[src/rtl/snake_pkg.sv]
// snake_pkg: direction/state encodings, playfield bounds and start position shared with draw stages.
package snake_pkg;
    typedef enum logic [1:0] {DIR_RIGHT = 2'd0, DIR_UP = 2'd1, DIR_LEFT = 2'd2, DIR_DOWN = 2'd3} dir_t;
    typedef enum logic [1:0] {ST_IDLE = 2'd0, ST_RUN = 2'd1, ST_OVER = 2'd2} state_t;
    localparam int GRID_X_MIN   = 13;
    localparam int GRID_X_MAX   = 50;
    localparam int GRID_Y_MIN   = 15;
    localparam int GRID_Y_MAX   = 32;
    localparam int GRID_X_START = 31;
    localparam int GRID_Y_START = 23;
    localparam int TICK_FRAMES_DEF = 8;
endpackage

[src/rtl/snake_tick_gen.sv]
// snake_tick_gen: vsync rising-edge detect and frame divider producing a 1-cycle step_tick.
module snake_tick_gen #(
    parameter int TICK_FRAMES = 8
) (
    input  logic pclk,
    input  logic rst,
    input  logic vsync_in,
    input  logic en,
    input  logic clr,
    output logic step_tick
);
    localparam int CW = TICK_FRAMES > 1 ? $clog2(TICK_FRAMES) : 1;
    logic          vs_d;
    logic [CW-1:0] cnt;
    logic          tick, last;
    assign tick      = vsync_in & ~vs_d;
    assign last      = cnt == CW'(TICK_FRAMES - 1);
    assign step_tick = en & tick & last;
    always_ff @(posedge pclk) begin
        if (rst) begin
            vs_d <= 1'b0;
            cnt  <= '0;
        end else begin
            vs_d <= vsync_in;
            if (clr)
                cnt <= '0;
            else if (en && tick)
                cnt <= last ? '0 : cnt + CW'(1);
        end
    end
endmodule

[src/rtl/snake_head_ctl.sv]
// snake_head_ctl: game FSM, direction filter and head datapath stepped once per TICK_FRAMES frames.
// Define SNAKE_WRAP_EN to make walls wrap around instead of ending the game.
module snake_head_ctl
    import snake_pkg::*;
#(
    parameter int TICK_FRAMES = TICK_FRAMES_DEF,
    parameter int X_MIN       = GRID_X_MIN,
    parameter int X_MAX       = GRID_X_MAX,
    parameter int Y_MIN       = GRID_Y_MIN,
    parameter int Y_MAX       = GRID_Y_MAX,
    parameter int X_START     = GRID_X_START,
    parameter int Y_START     = GRID_Y_START
) (
    input  logic        pclk,
    input  logic        rst,
    input  logic        vsync_in,
    input  logic        start,
    input  logic        dir_valid,
    input  logic [1:0]  dir_req,
    output logic [9:0]  head_x_grid,
    output logic [9:0]  head_y_grid,
    output logic [1:0]  dir_out,
    output logic        step_strobe,
    output logic        game_over,
    output logic [1:0]  state_out,
    output logic [15:0] move_cnt
);
    state_t      state, state_n;
    dir_t        dir, dir_n, pend, pend_n;
    logic [9:0]  hx, hy, hx_n, hy_n, nx, ny, wx, wy;
    logic [15:0] mc, mc_n;
    logic        strobe_n, step_tick, go, ok;
    assign go = start & (state != ST_RUN);
    snake_tick_gen #(.TICK_FRAMES(TICK_FRAMES)) u_tick (
        .pclk(pclk), .rst(rst), .vsync_in(vsync_in),
        .en(state == ST_RUN), .clr(go), .step_tick(step_tick)
    );
    // Candidate next head; moving left/up from 0 wraps to 1023, which is out of range anyway.
    assign nx = pend == DIR_RIGHT ? hx + 10'd1 : pend == DIR_LEFT ? hx - 10'd1 : hx;
    assign ny = pend == DIR_DOWN  ? hy + 10'd1 : pend == DIR_UP   ? hy - 10'd1 : hy;
`ifdef SNAKE_WRAP_EN
    assign wx = nx > 10'(X_MAX) ? 10'(X_MIN) : nx < 10'(X_MIN) ? 10'(X_MAX) : nx;
    assign wy = ny > 10'(Y_MAX) ? 10'(Y_MIN) : ny < 10'(Y_MIN) ? 10'(Y_MAX) : ny;
    assign ok = 1'b1;
`else
    assign wx = nx;
    assign wy = ny;
    assign ok = nx >= 10'(X_MIN) && nx <= 10'(X_MAX) && ny >= 10'(Y_MIN) && ny <= 10'(Y_MAX);
`endif
    always_comb begin
        state_n  = state;
        dir_n    = dir;
        pend_n   = pend;
        hx_n     = hx;
        hy_n     = hy;
        mc_n     = mc;
        strobe_n = 1'b0;
        if (go) begin
            state_n = ST_RUN;
            dir_n   = DIR_RIGHT;
            pend_n  = DIR_RIGHT;
            hx_n    = 10'(X_START);
            hy_n    = 10'(Y_START);
            mc_n    = '0;
        end else if (state == ST_RUN) begin
            // Requests are filtered against the committed direction, not the pending one.
            if (dir_valid && dir_req != (dir ^ 2'd2))
                pend_n = dir_t'(dir_req);
            if (step_tick) begin
                dir_n = pend;
                if (ok) begin
                    hx_n     = wx;
                    hy_n     = wy;
                    strobe_n = 1'b1;
                    mc_n     = mc == 16'hFFFF ? mc : mc + 16'd1;
                end else begin
                    state_n = ST_OVER;
                end
            end
        end
    end
    always_ff @(posedge pclk) begin
        if (rst) begin
            state       <= ST_IDLE;
            dir         <= DIR_RIGHT;
            pend        <= DIR_RIGHT;
            hx          <= 10'(X_START);
            hy          <= 10'(Y_START);
            mc          <= '0;
            step_strobe <= 1'b0;
        end else begin
            state       <= state_n;
            dir         <= dir_n;
            pend        <= pend_n;
            hx          <= hx_n;
            hy          <= hy_n;
            mc          <= mc_n;
            step_strobe <= strobe_n;
        end
    end
    assign head_x_grid = hx;
    assign head_y_grid = hy;
    assign dir_out     = dir;
    assign state_out   = state;
    assign game_over   = state == ST_OVER;
    assign move_cnt    = mc;
endmodule

[config.mk]
export PLATFORM = sky130hd
export DESIGN_NAME = snake_head_ctl
export DESIGN_NICKNAME = d
export VERILOG_FILES = /design/src/rtl/snake_pkg.sv /design/src/rtl/snake_tick_gen.sv /design/src/rtl/snake_head_ctl.sv
export SDC_FILE = /design/constraint.sdc
export NUM_CORES = 1
export LEC_CHECK = 0
export ABC_AREA = 1
export CORE_MARGIN = 2
export CORE_UTILIZATION = 28
export DETAILED_ROUTE_END_ITERATION = 7
export PLACE_DENSITY = 0.49
export SLEW_MARGIN = 20
export SYNTH_ARGS = -nofsm -noshare
export SYNTH_HDL_FRONTEND = slang
export SYNTH_SLANG_ARGS = --single-unit
[constraint.sdc]
create_clock -name pclk -period 7.2 [get_ports pclk]
set_input_delay 1.44 -clock pclk [delete_from_list [all_inputs] [get_ports pclk]]
set_output_delay 1.44 -clock pclk [all_outputs]
set_load 0.02 [all_outputs]
==> run summary, run 1 <==
Slew margin rel.: 40.2%
Layout cells sized above 1: 12.0%
ANT cells: 0
CTS root buf: clkbuf_16
Clk pin slew, worst setup/hold paths: 0.06 ns
Post-synth EDFFs: 0
Vias per cell: 4.61
Sequential cell area: 941 um2
Status: finished, final reports clean
Max Fclk: 249 MHz
Max-slew violations: 0
R2R cell count: 15
CP Capture Type: register
Synth Register Bits: 47
Setup slack at placement: 2.86 ns
H-tree depth: 2
Mapped cell area: 0.00325 mm2
Row cnt: 39
Hold Buf Count CTS: 0
Multi-input gate area: 0.00194 mm2
Period utilization: 55.9%
Crit path from: vsync_in
Clock sink total: 47
Seq/Total Area, Yosys: 28.9%
DRT Pass-1 Iters: 4
First-pass GRT wire length: 14300 um
Filler cells: 1237
Worst Hold Path EP: head_x_grid[9]$_SDFFE_PP0P_
Mapped Avg Cell Area: 6.55 um2
Starting Density: 28.6%
FFs w/ async S/R, synth: 0%
Post_cts resized: 0
Area leader, netlist: dfxtp_1
Clk buf depth: 2
Ys flop type: dfxtp_1
Setup CP Type: in -> reg
Peak supply drop: 0.0000864 V
Max Cap Viol: 0
Slew @ Worst Pin: 0.895 ns
Count leader, synth: nand2_1
Post-synth top cells: nand2_1 (128), nor2_1 (65), inv_1 (63)
Die width: 112 um
R2r startpoint: pend[1]$_SDFFE_PP0P_
Hold path depth: 2
Crit-path max cell delay: 0.72 ns
Per-cell routed wire length: 12.1 um
Synth warn: 0
PwrDens: 134 mW/mm2
Worst min path class: reg -> reg
Nets: 556
Top-area cell type share of the netlist area: 28.9%
Total number of vias: 3160
Final setup TNS: 0 ns
GRT overflow: 0
Largest net degree at the start of global routing: 30
Slowest CP cell: nand4_2
Worst endpoint required time: 7.36 ns
RSZ-0062 raised after global routing: false
Die Y-Extent: 112 um
Antenna violations before repair: 0
CTS tree: yes
Final setup fails: 0
Routed wire length: 8270 um
Setup crit start kind: input port
Hold Vio Cnt, Final: 0
Port Buffers: 48
Post-DRT Antenna Nets: 0
Total die area: 0.0125 mm2
Number of global-route vias before repair: 3013
Hold_sp: head_x_grid[9]$_SDFFE_PP0P_
Worst Skew: 0.00626 ns
Mapped Cells: 497
Skew-Pair Late Insertion Delay: 0.29 ns
R2r setup slk: 3.70 ns
Area delta synth->final: 22.2%
Number of DRC violations after detailed-routing iteration 0: 118
Post-DP HPWL: 6340 um
Count of cell types in the netlist: 36
Critical R2R Capture: move_cnt[15]$_SDFFE_PP0P_
CP max FO: 29
Setup ws final: 3.18 ns
GRT Overall Usage: 13.7%
Gpl congestion: 0.838
Top post-synthesis cells by area: dfxtp_1 (29%), nand2_1 (15%), nand3_1 (8.3%), nor2_1 (7.5%), inv_1 (7.3%)
I/O pin cnt: 49
Min cycle time layout: 4.02 ns
Core region area: 0.0114 mm2
Drt drc: 0
TritonCTS Buffers: 5
Synth Net Count: 511
CP Data Arrival Time: 4.18 ns
Pleak: 0.00187 uW
CP cell instances: clkdlybuf4s50_1 > inv_1 > nor3_2 > inv_1 > nor2_1 > buf_4 > nand4_2 > nor2_4 > nand3_1 > nand2_1 > nor2_1
Setup Buffers After CTS: 0
## worst max path at each step
stage	to	slack, ns	cells past startpoint
finish	move_cnt[15]$_SDFFE_PP0P_	3.18	11
global route	move_cnt[13]$_SDFFE_PP0P_	2.87	11
CTS	move_cnt[9]$_SDFFE_PP0P_	3.15	11
detailed placement	move_cnt[13]$_SDFFE_PP0P_	2.86	11
global placement	move_cnt[13]$_SDFFE_PP0P_	2.95	11
floorplan	head_y_grid[2]$_SDFFE_PP1P_	4.43	9
## state kept, by name, summed over array words and instances (netlist names)
signal and cells:
pend 2, dir_out 2, head_y_grid 10, move_cnt 16, state_out 2, head_x_grid 10
u_tick.vs_d 1, step_strobe 1, u_tick.cnt 3
## final cells by class
| type | count | area share (%) |
|---|---|---|
| Timing Repair Buffer | 50 | 12.5 |
| Clock buffer | 5 | 3.15 |
| Multi-Input combinational cell | 365 | 48.8 |
| Clock inverter | 3 | 0.378 |
| Sequential cell | 47 | 23.7 |
| Inverter | 73 | 7.08 |
| Tap cell | 143 | 4.50 |
## critical path: cells and delay by family
family	cells	cell delay, ns
and+or+nand+nor	7	1.84
buffers and inverters	4	0.90
## logic make-up (layout without fill, tap and decap cells)
kind of cell | count (synthesis) | count (layout) | share of synthesized area, %
and+or+nand+nor | 316 | 316 | 48.0
buffers and inverters | 85 | 131 | 11.6
DFF | 47 | 47 | 28.9
AOI/OAI and AO/OA | 38 | 38 | 7.73
adders and majority gates | 7 | 7 | 2.69
xor gates and xnor gates | 4 | 4 | 1.08
## power breakdown
part           internal (uW)  leakage (uW)  total, uW  switching [uW]
Sequential               261      0.000380        265            3.73
Clock                    127     0.0000733        225            97.8
Combinational           13.8       0.00141       41.5            27.7
## routing by layer
layer	global-route usage [%]	up-vias	part of all wire (%)	wire, um
li1	-	1682	-	-
met4	2.47	0	0.71	59
met5	0	-	0	0
met1	18.6	1429	51	4190
met3	2.40	5	2.3	192
met2	23.2	44	46	3830
## placed cells by master, fill, tap and decap left out, drive strengths merged
cell,count
nand4,19
xnor2,2
buf,2
dfxtp,47
nor4,3
a21oi,13
nand3b,1
nand2,139
clkinv,4
ha,7
nand3,62
o21ai,16
clkbuf,5
nor2,79
o211ai,7
inv,72
nor3,11
a211oi,1
o21bai,1
clkdlybuf4s50,48
xor2,2
nor3b,2
## per-stage QoR
| step | instances | power [uW] | hold WS [ns] | util, % | cell area (um2) |
|---|---|---|---|---|---|
| 2_1_floorplan | 497 | 302 | 0.449 | - | 3250 |
| 3_3_place_gp | 678 | 313 | 0.461 | 33.7 | 3840 |
| 3_5_place_dp | 678 | 313 | 0.459 | 33.7 | 3840 |
| 4_1_cts | 686 | 540 | 0.469 | 35.0 | 3980 |
| 5_1_grt | 686 | 557 | 0.499 | 35.0 | 3980 |
| 6_report | 686 | 531 | 0.465 | 35.0 | 3980 |
Note: power is estimated with default switching activity, not from simulation.
==> inputs of run 2 (changes only) <==
Settings changed: PLACE_DENSITY 0.49 to 0.51.
Clock period 7.2 ns to 3.7 ns, I/O delays scaled along.
==> run 2 against run 1 <==
Clock-buffer cell count unchanged. Clock power increased by 110%. Core utilization increased by 0.29 points. Critical path depth increased by 5. Register-to-register slack got worse by 3.0 ns. Wire length increased by 0.94%. Via count increased by 0.79%. Die area unchanged. Power increased by 100%. Setup slack got worse by 2.5 ns. Sequential share of layout area decreased by 0.19 points. Global-route usage decreased by 0.14 points.
==> run summary, run 2 (synthesis results as in run 1) <==
Status: finished, final reports clean
Max-slew violations: 0 (unchanged)
Most common cell after layout, fill and taps aside: nand2_1
Max reg flops: 16 (unchanged)
Sequential cell area: 941 um2 (unchanged)
Hold Vio Cnt, Final: 0 (unchanged)
Worst min path class: reg -> reg
Worst Skew: 0.0146 ns (+0.00838 ns)
Multi-input gate area: 0.00194 mm2 (unchanged)
Per-cell routed wire length: 12.1 um (+0.50%)
Nets: 559 (+0.54%)
CTS root buf: clkbuf_16
Peak supply drop: 0.000211 V (+140%)
Post-DP HPWL: 6300 um (-0.59%)
Area delta synth->final: 23.2%
Final setup fails: 0 (unchanged)
CP Data Arrival Time: 3.16 ns (-1.02 ns)
Hold Buf Count CTS: 0 (unchanged)
Filler cells: 1216 (-1.7%)
Total die area: 0.0125 mm2 (unchanged)
Pleak: 0.00188 uW (+0.66%)
Gpl congestion: 0.844 (+0.72%)
Final setup TNS: 0 ns (unchanged)
PwrDens: 266 mW/mm2 (+99%)
RSZ-0062 raised after global routing: false
Largest net degree at the start of global routing: 28 (-6.7%)
CP Capture Type: register
H-tree depth: 2 (unchanged)
I/O pin cnt: 49 (unchanged)
Crit-path max cell delay: 0.58 ns (-0.14 ns)
Number of global-route vias before repair: 3014 (+0.033%)
Die width: 112 um (unchanged)
Antenna violations before repair: 0 (unchanged)
DRT Pass-1 Iters: 4 (unchanged)
Slowest CP cell: dfxtp_1
Min cycle time layout: 2.99 ns
TritonCTS Buffers: 5 (unchanged)
Clk pin slew, worst setup/hold paths: 0.08 ns (+0.02 ns)
CP cell instances: inv_1 > ha_1 > nand3_1 > nand2_1 > nor2_2 > nand2_1 > nor2_1 > nand3_1 > nand2_2 > nand2_2 > nor2_2 > nand4_2 > nor2_4 > nand3_1 > nand2_1 > nor2_1
Vias per cell: 4.62 (+0.35%)
Setup crit start kind: register
Worst endpoint required time: 3.87 ns (-3.49 ns)
Max Cap Viol: 0 (unchanged)
CP max FO: 16 (-45%)
Fin util: 35.3% (+0.29 points)
Drt drc: 0 (unchanged)
Die Y-Extent: 112 um (unchanged)
WP buf/inv: 1 (-3)
Port Buffers: 48 (unchanged)
Row cnt: 39 (unchanged)
Family with the most delay on the worst path: simple AND/OR/NAND/NOR gates
Clk buf depth: 2 (unchanged)
Setup Buffers After CTS: 0 (unchanged)
Most frequent cells in the layout: nand2_1 (128), nor2_1 (65), inv_1 (63)
Slew @ Worst Pin: 0.566 ns (-0.330 ns)
Clock sink total: 47 (unchanged)
Layout cells sized above 1: 12.5% (+0.48 points)
CTS tree: yes
Starting Density: 28.6% (unchanged)
Total number of vias: 3185 (+0.79%)
Slew margin rel.: 62.0% (+22 points)
ANT cells: 0 (unchanged)
Number of DRC violations after detailed-routing iteration 0: 142 (+20%)
First-pass GRT wire length: 14200 um (-0.67%)
Setup CP Type: reg -> reg
Period utilization: 80.8%
Post-DRT Antenna Nets: 0 (unchanged)
GRT Overall Usage: 13.6% (-0.14 points)
Routed wire length: 8350 um (+0.94%)
Skew-Pair Late Insertion Delay: 0.29 ns (about the same)
GRT overflow: 0 (unchanged)
Post_cts resized: 0 (unchanged)
Max Fclk: 335 MHz
Core region area: 0.0114 mm2 (unchanged)
## run 2: changes by cell type in the layout (fill, tap and decap cells not counted), sizes merged
cell      change
clkinvlp      +1
buf           +3
inv           +2
clkinv        -3
## run 2: area by class of cell
class                      instances  area share (%)
timing repair buffer              53            12.9
multi-input combinational        365            48.4
clock buffer                       5            3.12
tap                              143            4.46
clock inverter                     3           0.624
inverter                          73            7.02
sequential                        47            23.5
## run 2: where the power goes
part	switching [uW]	leakage [uW]	total (uW)	internal, uW
logic	58.2	0.00143	86.0	27.8
clock network	211	0.0000708	467	256
registers	3.02	0.000380	512	509
total	273	0.00188	1060	792
## run 2: worst register-to-register path, delay by kind of cell (launching register included)
family                     cells  cell delay [ns]
and+or+nand+nor               14             1.89
DFF                            1             0.58
buffers and inverters          1             0.10
adders and majority gates      1             0.33
## run 2: stage by stage
step	total power, uW	instance area (um2)	cells	hold slack (ns)	setup WS, ns
final	1060	4010	689	0.479	0.711
after global routing	1120	4010	689	0.496	0.350
after CTS	1090	4010	689	0.482	0.696
after detailed placement	610	3860	681	0.471	0.682
after global placement	610	3860	681	0.460	0.745
after floorplan	587	3250	497	0.449	1.31
## run 2: final timing paths
check                                            startpoint                           to  slack (ns)  cells after the start
worst max-delay path            head_y_grid[0]$_SDFFE_PP1P_    move_cnt[10]$_SDFFE_PP0P_        0.71                     16
worst min-delay path            head_y_grid[9]$_SDFFE_PP0P_  head_y_grid[9]$_SDFFE_PP0P_        0.48                      2
worst max register to register  head_y_grid[0]$_SDFFE_PP1P_    move_cnt[10]$_SDFFE_PP0P_        0.71                     16
worst min register to register  head_y_grid[9]$_SDFFE_PP0P_  head_y_grid[9]$_SDFFE_PP0P_        0.48                      2
## run 2: metal layers
layer | global-route usage [%] | wire (um) | share of wire [%]
met4 | 2.63 | 60 | 0.72
met3 | 2.34 | 292 | 3.5
met1 | 17.8 | 4070 | 49
met2 | 23.6 | 3930 | 47
met5 | 0 | 0 | 0
==> inputs of run 3 (changes only) <==
Settings changed: PLACE_DENSITY 0.51 to 0.49.
Clock period 3.7 ns to 2.8 ns, I/O delays scaled along.
==> run 3 against run 2 <==
Power up 33%. Global-route usage is essentially flat. Non-clock buffer count grew 7. Final cell count is 1.0% higher. Cell area is 1.6% higher. Critical path type unchanged. Largest power group unchanged. Sequential share of layout area shrank 0.34 points. Core utilization increased by 0.56 points. Setup slack lost 0.39 ns. Combinational power is 50% higher. Flip-flop and latch count is the same.
==> run summary, run 3 (synthesis results as in run 1) <==
Status: finished, final reports clean
Most frequent cells in the layout: nand2_1 (127), nor2_1 (65), inv_1 (63)
Combinational share of power: 9.1% (+1.0 points)
Max reg flops: 16 (unchanged)
Met1 Resource Use GR: 17.8% (-0.036 points)
Row cnt: 39 (unchanged)
Min cycle time layout: 2.48 ns (-0.514 ns)
Nets: 566 (+1.3%)
Layout cells sized above 1: 13.7% (+1.3 points)
Largest net degree at the start of global routing: 28 (unchanged)
Total number of vias: 3170 (-0.47%)
Worst Skew: 0.00523 ns (-0.00942 ns)
CTS tree: yes
RSZ-0062 raised after global routing: false
Psw: 362 uW (+33%)
Starting Density: 28.6% (unchanged)
CP Capture Type: register
Clk pwr share: 43.3% (-0.6 points)
Routed wire length: 8350 um (about the same)
CP Data Arrival Time: 2.66 ns (-0.50 ns)
Core region area: 0.0114 mm2 (unchanged)
Crit path from: head_y_grid[1]$_SDFFE_PP1P_
Clock sink total: 47 (unchanged)
Per-cell routed wire length: 12.0 um (-0.96%)
Die width: 112 um (unchanged)
DRT Pass-1 Iters: 6 (+2)
Period utilization: 88.4% (+7.6 points)
Worst endpoint required time: 2.98 ns (-0.89 ns)
GRT overflow: 0 (unchanged)
Slew margin rel.: 68.6% (+6.6 points)
Hold_sp: head_x_grid[9]$_SDFFE_PP0P_
ANT cells: 0 (unchanged)
R2r startpoint: head_y_grid[1]$_SDFFE_PP1P_
TritonCTS Buffers: 5 (unchanged)
PwrDens: 348 mW/mm2 (+31%)
Post-DRT Antenna Nets: 0 (unchanged)
Area delta synth->final: 25.2%
Cell Int Power: 1060 uW (+33%)
Port Buffers: 48 (unchanged)
Clk buf depth: 2 (unchanged)
Max Fclk: 404 MHz (+21%)
Number of DRC violations after detailed-routing iteration 0: 107 (-25%)
Busiest layer in global routing: met2
Final setup TNS: 0 ns (unchanged)
Hold Vio Cnt, Final: 0 (unchanged)
M3 GR Usage: 2.83% (+0.49 points)
Clk pin slew, worst setup/hold paths: 0.07 ns (about the same)
Gpl congestion: 0.825 (-2.3%)
Post-DP HPWL: 6350 um (+0.86%)
CP max FO: 9 (-7)
Vias per cell: 4.55 (-1.5%)
Total power: 1420 uW (+33%)
Setup crit start kind: register
Worst min path class: reg -> reg
Total die area: 0.0125 mm2 (unchanged)
Antenna violations before repair: 0 (unchanged)
Die Y-Extent: 112 um (unchanged)
Filler cells: 1238 (+1.8%)
CTS root buf: clkbuf_16
Reg power frac: 47.6% (-0.4 points)
Hold Slack: 0.475 ns (-0.00374 ns)
Pleak: 0.00191 uW (+1.8%)
GRT Overall Usage: 13.6% (about the same)
Grt met2 use: 23.4% (-0.20 points)
Max-slew violations: 0 (unchanged)
Final setup fails: 0 (unchanged)
H-tree depth: 2 (unchanged)
Skew-Pair Late Insertion Delay: 0.29 ns (about the same)
I/O pin cnt: 49 (unchanged)
Slew @ Worst Pin: 0.466 ns (-0.0997 ns)
Peak supply drop: 0.000207 V (-1.8%)
Max Cap Viol: 0 (unchanged)
First-pass GRT wire length: 14200 um (-0.34%)
Drt drc: 0 (unchanged)
Number of global-route vias before repair: 3003 (-0.36%)
Switching share of power: 25.5% (-0.11 points)
Setup CP Type: reg -> reg
Most common cell after layout, fill and taps aside: nand2_1
Sequential cell area: 942 um2 (+0.13%)
Multi-input gate area: 0.00194 mm2 (+0.13%)
## run 3: cell types whose count changed in the layout (fill, tap and decap cells not counted)
cell	change
buf_4	+6
buf_12	+1
clkbuf_1	+1
dfxtp_1	-1
dfxtp_2	+1
inv_6	-1
nand2_1	-1
nand2_2	+1
## run 3: power groups by stage
stage	clock (uW)	sequential [uW]	combinational [uW]
2_1_floorplan	0	691	84.8
3_3_place_gp	0	690	118
3_5_place_dp	0	690	119
4_1_cts	633	674	119
5_1_grt	656	675	145
6_report	614	674	129
## run 3: final cells by class
type / instances / share of cell area (%)
multi-input combinational: 365 / 47.7
sequential: 47 / 23.1
timing repair buffer: 60 / 14.3
inverter: 73 / 6.91
tap: 143 / 4.39
clock buffer: 6 / 3.16
clock inverter: 2 / 0.399
## run 3: what timing repair did
| action | 4_1_cts | 5_1_grt |
|---|---|---|
| endpoints found under the setup margin | 0 | 9 |
| buffers inserted | 0 | 3 |
| hold buffers | 0 | 0 |
| gates resized for setup | 0 | 2 |
## run 3: final timing paths
check,cells past startpoint,endpoint,slack (ns)
worst max-delay path,17,move_cnt[15]$_SDFFE_PP0P_,0.32
worst max register to register,17,move_cnt[15]$_SDFFE_PP0P_,0.32
worst min-delay path,2,head_x_grid[9]$_SDFFE_PP0P_,0.48
worst min register to register,2,head_x_grid[9]$_SDFFE_PP0P_,0.48
## run 3: per-stage QoR
step           util, %  std cells  instance area [um2]  worst slack, ns
3_5_place_dp      34.2        685                 3890            0.240
4_1_cts           35.5        693                 4030            0.240
5_1_grt           35.8        696                 4070           0.0819
6_report          35.8        696                 4070            0.325
3_3_place_gp      34.2        685                 3890            0.256
2_1_floorplan        -        497                 3250            0.406
## run 3: worst max-delay path, stage by stage (launching register included)
cell     delay (ns)
dfxtp_1        0.45
inv_1          0.10
ha_1           0.30
inv_1          0.05
nand3_2        0.07
nand2_1        0.06
nor2_2         0.12
nand2_1        0.06
nor2_1         0.09
nand3_1        0.11
nand2_2        0.09
nand2_2        0.07
nor2_2         0.11
nand4_2        0.19
nor2_4         0.28
nand3_1        0.11
nand2_1        0.07
nor2_1         0.03
## run 3: metal layers
metal	wire length (um)	part of all wire, %
met2	3890	47
met4	44	0.53
met3	282	3.4
met1	4140	50
met5	0	0
